===== config.mk =====
export PLATFORM = sky130hd
export DESIGN_NAME = reg_file_param
export DESIGN_NICKNAME = d
export VERILOG_FILES = /design/src/rtl/reg_file_pkg.sv /design/src/rtl/reg_file_scoreboard.sv /design/src/rtl/reg_file_param.sv
export SDC_FILE = /design/constraint.sdc
export NUM_CORES = 2
export LEC_CHECK = 0
export ABC_AREA = 1
export ABC_CLOCK_PERIOD_IN_PS = 3500
export BUFFER_PORTS_ARGS = -buffer_cell sky130_fd_sc_hd__buf_2
export CAP_MARGIN = 10
export CORE_MARGIN = 8
export CORE_UTILIZATION = 25
export DETAILED_ROUTE_END_ITERATION = 6
export GPL_TIMING_DRIVEN = 0
export PLACE_DENSITY = 0.45
export SKIP_LAST_GASP = 1
export SLEW_MARGIN = 10
export SYNTH_ARGS = -nofsm -noshare
export SYNTH_HDL_FRONTEND = slang
export SYNTH_SLANG_ARGS = --single-unit
export TNS_END_PERCENT = 50

===== constraint.sdc =====
create_clock -name clk -period 3.5 [get_ports clk]
set_input_delay 0 -clock clk [delete_from_list [all_inputs] [get_ports clk]]
set_output_delay 0 -clock clk [all_outputs]
set_load 0.01 [all_outputs]

===== src/rtl/reg_file_pkg.sv =====
// Shared constants and types for the parametrised register file.
package reg_file_pkg;

  localparam int DEFAULT_DATA_W = 32;
  localparam int DEFAULT_ADDR_W = 4;

  typedef logic [DEFAULT_ADDR_W-1:0] reg_idx_t;

endpackage : reg_file_pkg


===== src/rtl/reg_file_scoreboard.sv =====
// Busy scoreboard: one bit per register marking an outstanding load.
// A set and a clear that hit the same register in one cycle leave the bit set.
// The lookups return pre-edge state. With BYPASS, a bit that this edge's write
// is clearing is reported as already clear.
module reg_file_scoreboard
  import reg_file_pkg::*;
#(
  parameter int ADDR_W  = DEFAULT_ADDR_W,
  parameter int ZERO_R0 = 0,
  parameter int BYPASS  = 1
) (
  input  logic              clk,
  input  logic              rst,
  input  logic              busy_set,
  input  logic [ADDR_W-1:0] busy_addr,
  input  logic              clr_en,
  input  logic [ADDR_W-1:0] clr_addr,
  input  logic [ADDR_W-1:0] look_addr_a,
  input  logic [ADDR_W-1:0] look_addr_b,
  output logic              busy_a,
  output logic              busy_b
);

  localparam int DEPTH = 1 << ADDR_W;

  logic [DEPTH-1:0] busy_q;
  logic [DEPTH-1:0] busy_d;

  // Next busy vector: the write clears first, so a same-cycle set overrides it.
  always_comb begin
    busy_d = busy_q;
    if (clr_en) begin
      busy_d[clr_addr] = 1'b0;
    end
    if (busy_set) begin
      busy_d[busy_addr] = 1'b1;
    end
    if (ZERO_R0 != 0) begin
      busy_d[0] = 1'b0;
    end
  end

  // Per-port lookup, hiding a bit that is being cleared right now when bypassing.
  always_comb begin
    busy_a = busy_q[look_addr_a];
    busy_b = busy_q[look_addr_b];
    if (BYPASS != 0 && clr_en) begin
      if (clr_addr == look_addr_a) begin
        busy_a = 1'b0;
      end
      if (clr_addr == look_addr_b) begin
        busy_b = 1'b0;
      end
    end
  end

  // Busy vector register with synchronous clear.
  always_ff @(posedge clk) begin
    if (rst) begin
      busy_q <= '0;
    end else begin
      busy_q <= busy_d;
    end
  end

endmodule : reg_file_scoreboard


===== src/rtl/reg_file_param.sv =====
// Parametrised architectural register file: one write port, two registered
// read ports, optional write-to-read bypass, optional hardwired-zero R0 and a
// busy scoreboard that flags reads of registers with a pending load.
module reg_file_param
  import reg_file_pkg::*;
#(
  parameter int DATA_W  = DEFAULT_DATA_W,
  parameter int ADDR_W  = DEFAULT_ADDR_W,
  parameter int ZERO_R0 = 0,
  parameter int BYPASS  = 1
) (
  input  logic              clk,
  input  logic              rst,
  input  logic              wr_en,
  input  logic [ADDR_W-1:0] wr_addr,
  input  logic [DATA_W-1:0] wr_data,
  input  logic              rd_en,
  input  logic [ADDR_W-1:0] rd_addr_a,
  input  logic [ADDR_W-1:0] rd_addr_b,
  output logic [DATA_W-1:0] rd_data_a,
  output logic [DATA_W-1:0] rd_data_b,
  output logic              rd_valid,
  input  logic              busy_set,
  input  logic [ADDR_W-1:0] busy_addr,
  output logic              hazard
);

  localparam int DEPTH = 1 << ADDR_W;

  logic [DATA_W-1:0] mem_q [DEPTH];
  logic [DATA_W-1:0] mem_d [DEPTH];

  logic [DATA_W-1:0] rd_data_a_q, rd_data_a_d;
  logic [DATA_W-1:0] rd_data_b_q, rd_data_b_d;
  logic              rd_valid_q, rd_valid_d;
  logic              hazard_q, hazard_d;

  logic              busy_a;
  logic              busy_b;

  // Selects what one read port captures: forced zero, bypassed write data, or storage.
  function automatic logic [DATA_W-1:0] read_port(
    input logic [ADDR_W-1:0] idx,
    input logic              wen,
    input logic [ADDR_W-1:0] waddr,
    input logic [DATA_W-1:0] wdata,
    input logic [DATA_W-1:0] stored
  );
    logic [DATA_W-1:0] val;
    if (ZERO_R0 != 0 && idx == '0) begin
      val = '0;
    end else if (BYPASS != 0 && wen && waddr == idx) begin
      val = wdata;
    end else begin
      val = stored;
    end
    return val;
  endfunction

  reg_file_scoreboard #(
    .ADDR_W  (ADDR_W),
    .ZERO_R0 (ZERO_R0),
    .BYPASS  (BYPASS)
  ) u_scoreboard (
    .clk         (clk),
    .rst         (rst),
    .busy_set    (busy_set),
    .busy_addr   (busy_addr),
    .clr_en      (wr_en),
    .clr_addr    (wr_addr),
    .look_addr_a (rd_addr_a),
    .look_addr_b (rd_addr_b),
    .busy_a      (busy_a),
    .busy_b      (busy_b)
  );

  // Storage update; writes to R0 are dropped when R0 is hardwired to zero.
  always_comb begin
    mem_d = mem_q;
    if (wr_en && !(ZERO_R0 != 0 && wr_addr == '0)) begin
      mem_d[wr_addr] = wr_data;
    end
  end

  // Read capture: ports load only on rd_en, valid and hazard follow rd_en.
  always_comb begin
    rd_data_a_d = rd_data_a_q;
    rd_data_b_d = rd_data_b_q;
    if (rd_en) begin
      rd_data_a_d = read_port(rd_addr_a, wr_en, wr_addr, wr_data, mem_q[rd_addr_a]);
      rd_data_b_d = read_port(rd_addr_b, wr_en, wr_addr, wr_data, mem_q[rd_addr_b]);
    end
    rd_valid_d = rd_en;
    hazard_d   = rd_en & (busy_a | busy_b);
  end

  // State registers; reset clears storage and every output.
  always_ff @(posedge clk) begin
    if (rst) begin
      for (int i = 0; i < DEPTH; i++) begin
        mem_q[i] <= '0;
      end
      rd_data_a_q <= '0;
      rd_data_b_q <= '0;
      rd_valid_q  <= 1'b0;
      hazard_q    <= 1'b0;
    end else begin
      mem_q       <= mem_d;
      rd_data_a_q <= rd_data_a_d;
      rd_data_b_q <= rd_data_b_d;
      rd_valid_q  <= rd_valid_d;
      hazard_q    <= hazard_d;
    end
  end

  assign rd_data_a = rd_data_a_q;
  assign rd_data_b = rd_data_b_q;
  assign rd_valid  = rd_valid_q;
  assign hazard    = hazard_q;

endmodule : reg_file_param


-- Word level (Yosys, flattened, before mapping)
Cells that the tools add are included.
- multiplexer cells: 25
- eq/ne operators: 2
- reduce and logical (&&, ||, !) cells: 5
- magnitude comparators: 10
- bitwise logic cells: 8
- operator list (cell ; count):
    bitwise mux 512 bit ; 1
    binary-select mux 32 bit (select 4 bit) ; 2
    2-to-1 mux 32 bit ; 7
    demux 32 bit (select 4 bit) ; 1
    2-to-1 mux 16 bit ; 2
    less-than comparator 4 x 5 -> 1 bit (second input constant) ; 4
    bitwise AND 16 bit ; 1
    NOT 16 bit ; 1
    bitwise OR 16 bit ; 1
    greater-or-equal comparator 5 bit (second input constant) ; 3
    NOT 4 -> 5 bit ; 3
    binary-select mux 1 bit (select 4 bit) ; 2
    demux 1 bit (select 4 bit) ; 2
    == test 4 bit ; 2
    greater-or-equal comparator 4 x 1 -> 1 bit (second input constant) ; 2
    2-to-1 mux 1 bit ; 8
    logical AND 1 bit ; 5
    less-than comparator 5 x 1 -> 1 bit (second input constant) ; 1
    bitwise AND 1 bit ; 1
    bitwise OR 1 bit ; 1
- bits in registers: 594
- input bits: 53
- output and inout port bits: 66
- word-level logic and storage cells: 71

-- Logic depth before layout (Yosys ltp)
- depth after elaboration: 9
- depth in mapped cells: 11
- depth with buffers taken out: 8

-- By module
A second synthesis with hierarchy kept.
- cells, all modules: 4845
- area, all modules: 31968.2 sq um
- modules (own cells, without submodules) (module ; cells an instance ; times used ; sequential area each (sq um) ; area each (sq um)):
    reg_file_param ; 4656 ; 1 ; 11571.1 ; 30837.1
    reg_file_scoreboard ; 189 ; 1 ; 320.3 ; 1131.1

-- Least setup slack after synthesis
OpenSTA, ideal clock, no wires.
- path kind: in2reg
- start point: input port rd_addr_a[1]
- end point: register rd_data_a_q[10] (netlist: rd_data_a[10])
- stages on the path: 9
- path buffers: 3
- library setup time: 119 ps
- required time: 3381 ps
- data arrival time: 1174 ps
- setup slack: 2206 ps
- path through: buf_2 -> clkinv_2 -> nor2_1 -> nor3_4 -> nand3_2 -> buf_6 -> clkbuf_1 -> nand2_1 -> a21oi_1
- word-level cells in the longest chain between the ends: 5
- elaborated cells between the ends (all ways): 7
- classes of those cells: eq/ne: 1; mux: 4; bitwise: 1; reduce/logical: 1
- ends and longest elaborated chain (item ; line ; text):
    from (decl) ; reg_file_param.sv:18 ; input logic [ADDR_W-1:0] rd_addr_a,
    NOT 4 -> 5 bit (implied by the code) ; reg_file_param.sv:90 ; rd_data_a_d = read_port(rd_addr_a, wr_en, wr_addr, wr_data, mem_q[rd_addr_a]);
    binary-select mux 32 bit (select 4 bit) ; reg_file_param.sv:90 ;
    2-to-1 mux 32 bit (implied by the code) (2 in series) ; reg_file_param.sv:90 ;
    2-to-1 mux 32 bit (*) ; reg_file_param.sv:52 ; end else if (BYPASS != 0 && wen && waddr == idx) begin
    to (signal assigned) ; reg_file_param.sv:109 ; rd_data_a_q <= rd_data_a_d;
    to (decl) ; reg_file_param.sv:33 ; logic [DATA_W-1:0] rd_data_a_q, rd_data_a_d;
Every way passes the cells marked *; elsewhere a longest branch is shown, timed or not. The select of a mux whose other input is x is not followed.
A chain may end at the register's enable or synchronous reset.

==> flow_summary_export.csv <==
group,metric,value,unit
clock_tree,cts_sinks,594,
clock_tree,cts_buffers,75,
grt,track_usage,0.300,
worst_setup_path,cp.depth,7,
route,ant_nets,0,
clock_tree,ctsHtreeMaxLevel,3,
sta,finalSetupTns,0,ns
floorplan,core,124000,µm²
worst_setup_path,cp_max_fo,10,
grt,grt_pass1_wl,287000,µm
grt,grt-ovfl-total,0,
sta,fmax,0.351,GHz
floorplan,die-area,136000,µm²
place,dpl.hpwl,166000,µm
pwr,powerDensity,502,nW/µm²
finish,nets,5049,
sta,hold_slack,0.0414,ns
sta,hold_viol,0,
synthesis,syn_nets,4818,
floorplan,chipHeight,369,µm
place,place.gp.congestion,1.02,
sta,slew_headroom,0.0230,
floorplan,rows,129,
synthesis,synth_area_leader_cell,"dfxtp_1",
clock_tree,clk_pin_slew,0.07,ns
synthesis,avgSynthCellArea,6.53,µm²
status,status,"complete, but fails checks",
flow_run,maxCapViolCount,0,
grt,grt_pass1_vias,35508,
route,avgRoutedWirePerCell,32.1,µm
place,post-place-cells,6510,
sta,worst_pin_slew,1.47,ns
clock_tree,clockBufferDepth,3,
finish,utilization,0.297,
synthesis,ys_top_cells_by_area,"dfxtp_1 38%, nand3_1 11%, nand2_1 10%",
grt,antenna_found_initial,10,
worst_setup_path,crit_path_max_incr_delay,0.86,ns
route,finalWirelength,215000,µm
worst_setup_path,worstSetupPathType,"primary input to flip-flop",
pwr,peakVddDrop,0.314,mV
min_path,hp-class,"primary input to flip-flop",
worst_setup_path,worstPathRequired,4.12,ns
sta,period_share,0.815,
worst_setup_path,cp_num_buf_inv,5,
clock_tree,clk_latency,0.69,ns
synthesis,ys_ff_latch,594,
route,top_layer,"met5",
synthesis,netlist.area_leader.share,0.382,
floorplan,pin_count,119,
finish,layout-drive-gt1-share,0.0706,
synthesis,synthesis.area,31100,µm²
route,dr.pass1.iters,7,
finish,syn_to_final_growth,18.0,%
sta,rsz0062_at_grt,"no",
place,dpl_cell_area,33700,µm²
worst_setup_path,crit_top_cell,"clkbuf_1",
clock_tree,clockRootBuffer,"clkbuf_16",
sta,drv_slew,0,
worst_setup_path,end_kind,"flip-flop",
synthesis,async_flop_share,0,
synthesis,synth_cell_types,29,
grt,grt_max_degree,13,
worst_setup_path,crit_chain,"dlygate4sd3_1, clkbuf_1, inv_2, clkbuf_1, clkbuf_1, o21ai_0, a21oi_1",
route,via_count,38490,
sta,skew,0.0340,ns
status,violations,"DRC",
floorplan,fp.dieW,369,µm
synthesis,synth_flop_cell,"dfxtp_1",
route,drc,3,
route,viasPerCell,5.75,
route,route.met2.wl,88500,µm
route,wl_met3,22700,µm
synthesis,synth_cells,4765,
finish,fin_cells,6696,
pwr,p_leak,15.0,nW
route,met1_length,86900,µm
sta,period_needed,2.85,ns
worst_setup_path,rr_worst_depth,8,
floorplan,initial_core_util,0.252,
synthesis,seq_area_frac_synth,0.382,
sta,setup_viol,0,
route,drtIter0Drc,6062,
synthesis,synth_edf_count,0,
clock_tree,cts_resized,0,
worst_setup_path,critPathTopFamily,"buffers and inverters",
worst_setup_path,arrival,3.47,ns
finish,design_area,36700,µm²
worst_setup_path,critPathLaunchType,"primary input",
place,io_buffers,107,
min_path,whs_path_depth,6,
clock_tree,cts_tree,"done",
worst_setup_path,cp_slowest_cell,"clkbuf_1",
synthesis,synth_warnings,0,
## layout make-up
cell class | count | area, µm²
Antenna cell | 5 | 12.5
Clock inverter | 23 | 288
Tap cell | 1637 | 2050
Sequential cell | 594 | 11900
Multi-Input combinational cell | 3244 | 15600
Timing Repair Buffer | 154 | 1010
Clock buffer | 112 | 2220
Fill cell | 13957 | 86900
Buffer | 445 | 1800
Inverter | 482 | 1810
## metal layers
metal,vias to the layer above,GRT usage
li1,16467,-
met1,18724,0.398
met2,2671,0.437
met3,624,0.0617
met4,4,0.198
met5,-,0
## layout by cell type, fill, tap and decap left out, types with 9 or more instances in the layout
cell           netlist  routed
dfxtp_1            594     594
nand2_1            855     855
clkbuf_8             0      16
inv_2               14      14
clkbuf_1           320     334
clkbuf_2             6      12
dlygate4sd3_1        0      45
buf_2               74     184
o211ai_1           211     211
buf_1               42      38
o21ai_0            638     638
a21oi_1            641     641
clkbuf_16            0      77
nor2_2              12      12
nand3_1            662     662
nand4_1             34      34
nor2_1             165     165
clkinv_2             1       9
inv_1              466     466
## path summary, 6_finish.rpt
path | startpoint | endpoint | slack [ns]
setup / recovery | rst | mem_q[101] | 0.65
hold / removal | rd_addr_b[3] | rd_data_b[0] | 0.04
setup reg to reg | mem_q[441] | rd_data_b[25] | 1.60
hold reg to reg | u_scoreboard.busy_q[13] | u_scoreboard.busy_q[13] | 0.47
## per-stage QoR
| stage | power [mW] | worst slack, ns |
|---|---|---|
| floorplan | 8.62 | 2.21 |
| global placement | 10.1 | 0.447 |
| detailed placement | 10.1 | 0.450 |
| CTS | 18.3 | 0.801 |
| global route | 18.8 | 0.652 |
| finish | 18.4 | 0.648 |
## registers in the layout (all words and copies together), names as in the netlist
register / count
mem_q: 512
rd_data_a: 32
rd_data_b: 32
u_scoreboard.busy_q: 16
hazard: 1
rd_valid: 1
## cells by family (layout without fill, tap and decap cells)
logic type / count (synthesis) / after routing / synth area share
DFF: 594 / 594 / 0.382
other: 0 / 5 / 0
buffers and inverters: 927 / 1216 / 0.116
AOI/OAI and AO/OA: 1499 / 1499 / 0.258
xor gates and xnor gates: 2 / 2 / 0.000805
and+or+nand+nor: 1743 / 1743 / 0.243
## cells in the mapped netlist (2+ instances only)
cell / n
nor3_2: 2
nor2_4: 3
a21oi_1: 641
inv_1: 466
o21ai_1: 6
nand3_1: 662
or2_2: 5
nor2_2: 12
o211ai_1: 211
buf_1: 42
nand4_1: 34
clkbuf_1: 320
nor3_1: 3
nor2_1: 165
nand2_1: 855
o21ai_0: 638
o22ai_1: 2
clkbuf_2: 6
buf_2: 74
inv_2: 14
dfxtp_1: 594
buf_6: 3
## timing repair
item                      in CTS  in global routing
hold buffers                  45                  0
hold endpoints to repair     211                  0
setup buffers                  0                  0
## report_power, final
group	switching, mW	internal, mW	leakage, nW
sequential	0.112	6.96	4.82
combinational	2.42	0.694	8.95
clock	3.47	4.76	1.22
## worst min-delay path, cell delays in order
cell	delay, ns
buf_2	0.14
nor2_1	0.14
nor3_2	0.13
nand4_1	0.11
nand2_1	0.06
a21oi_1	0.11
Note: power is estimated with default switching activity, not from simulation.
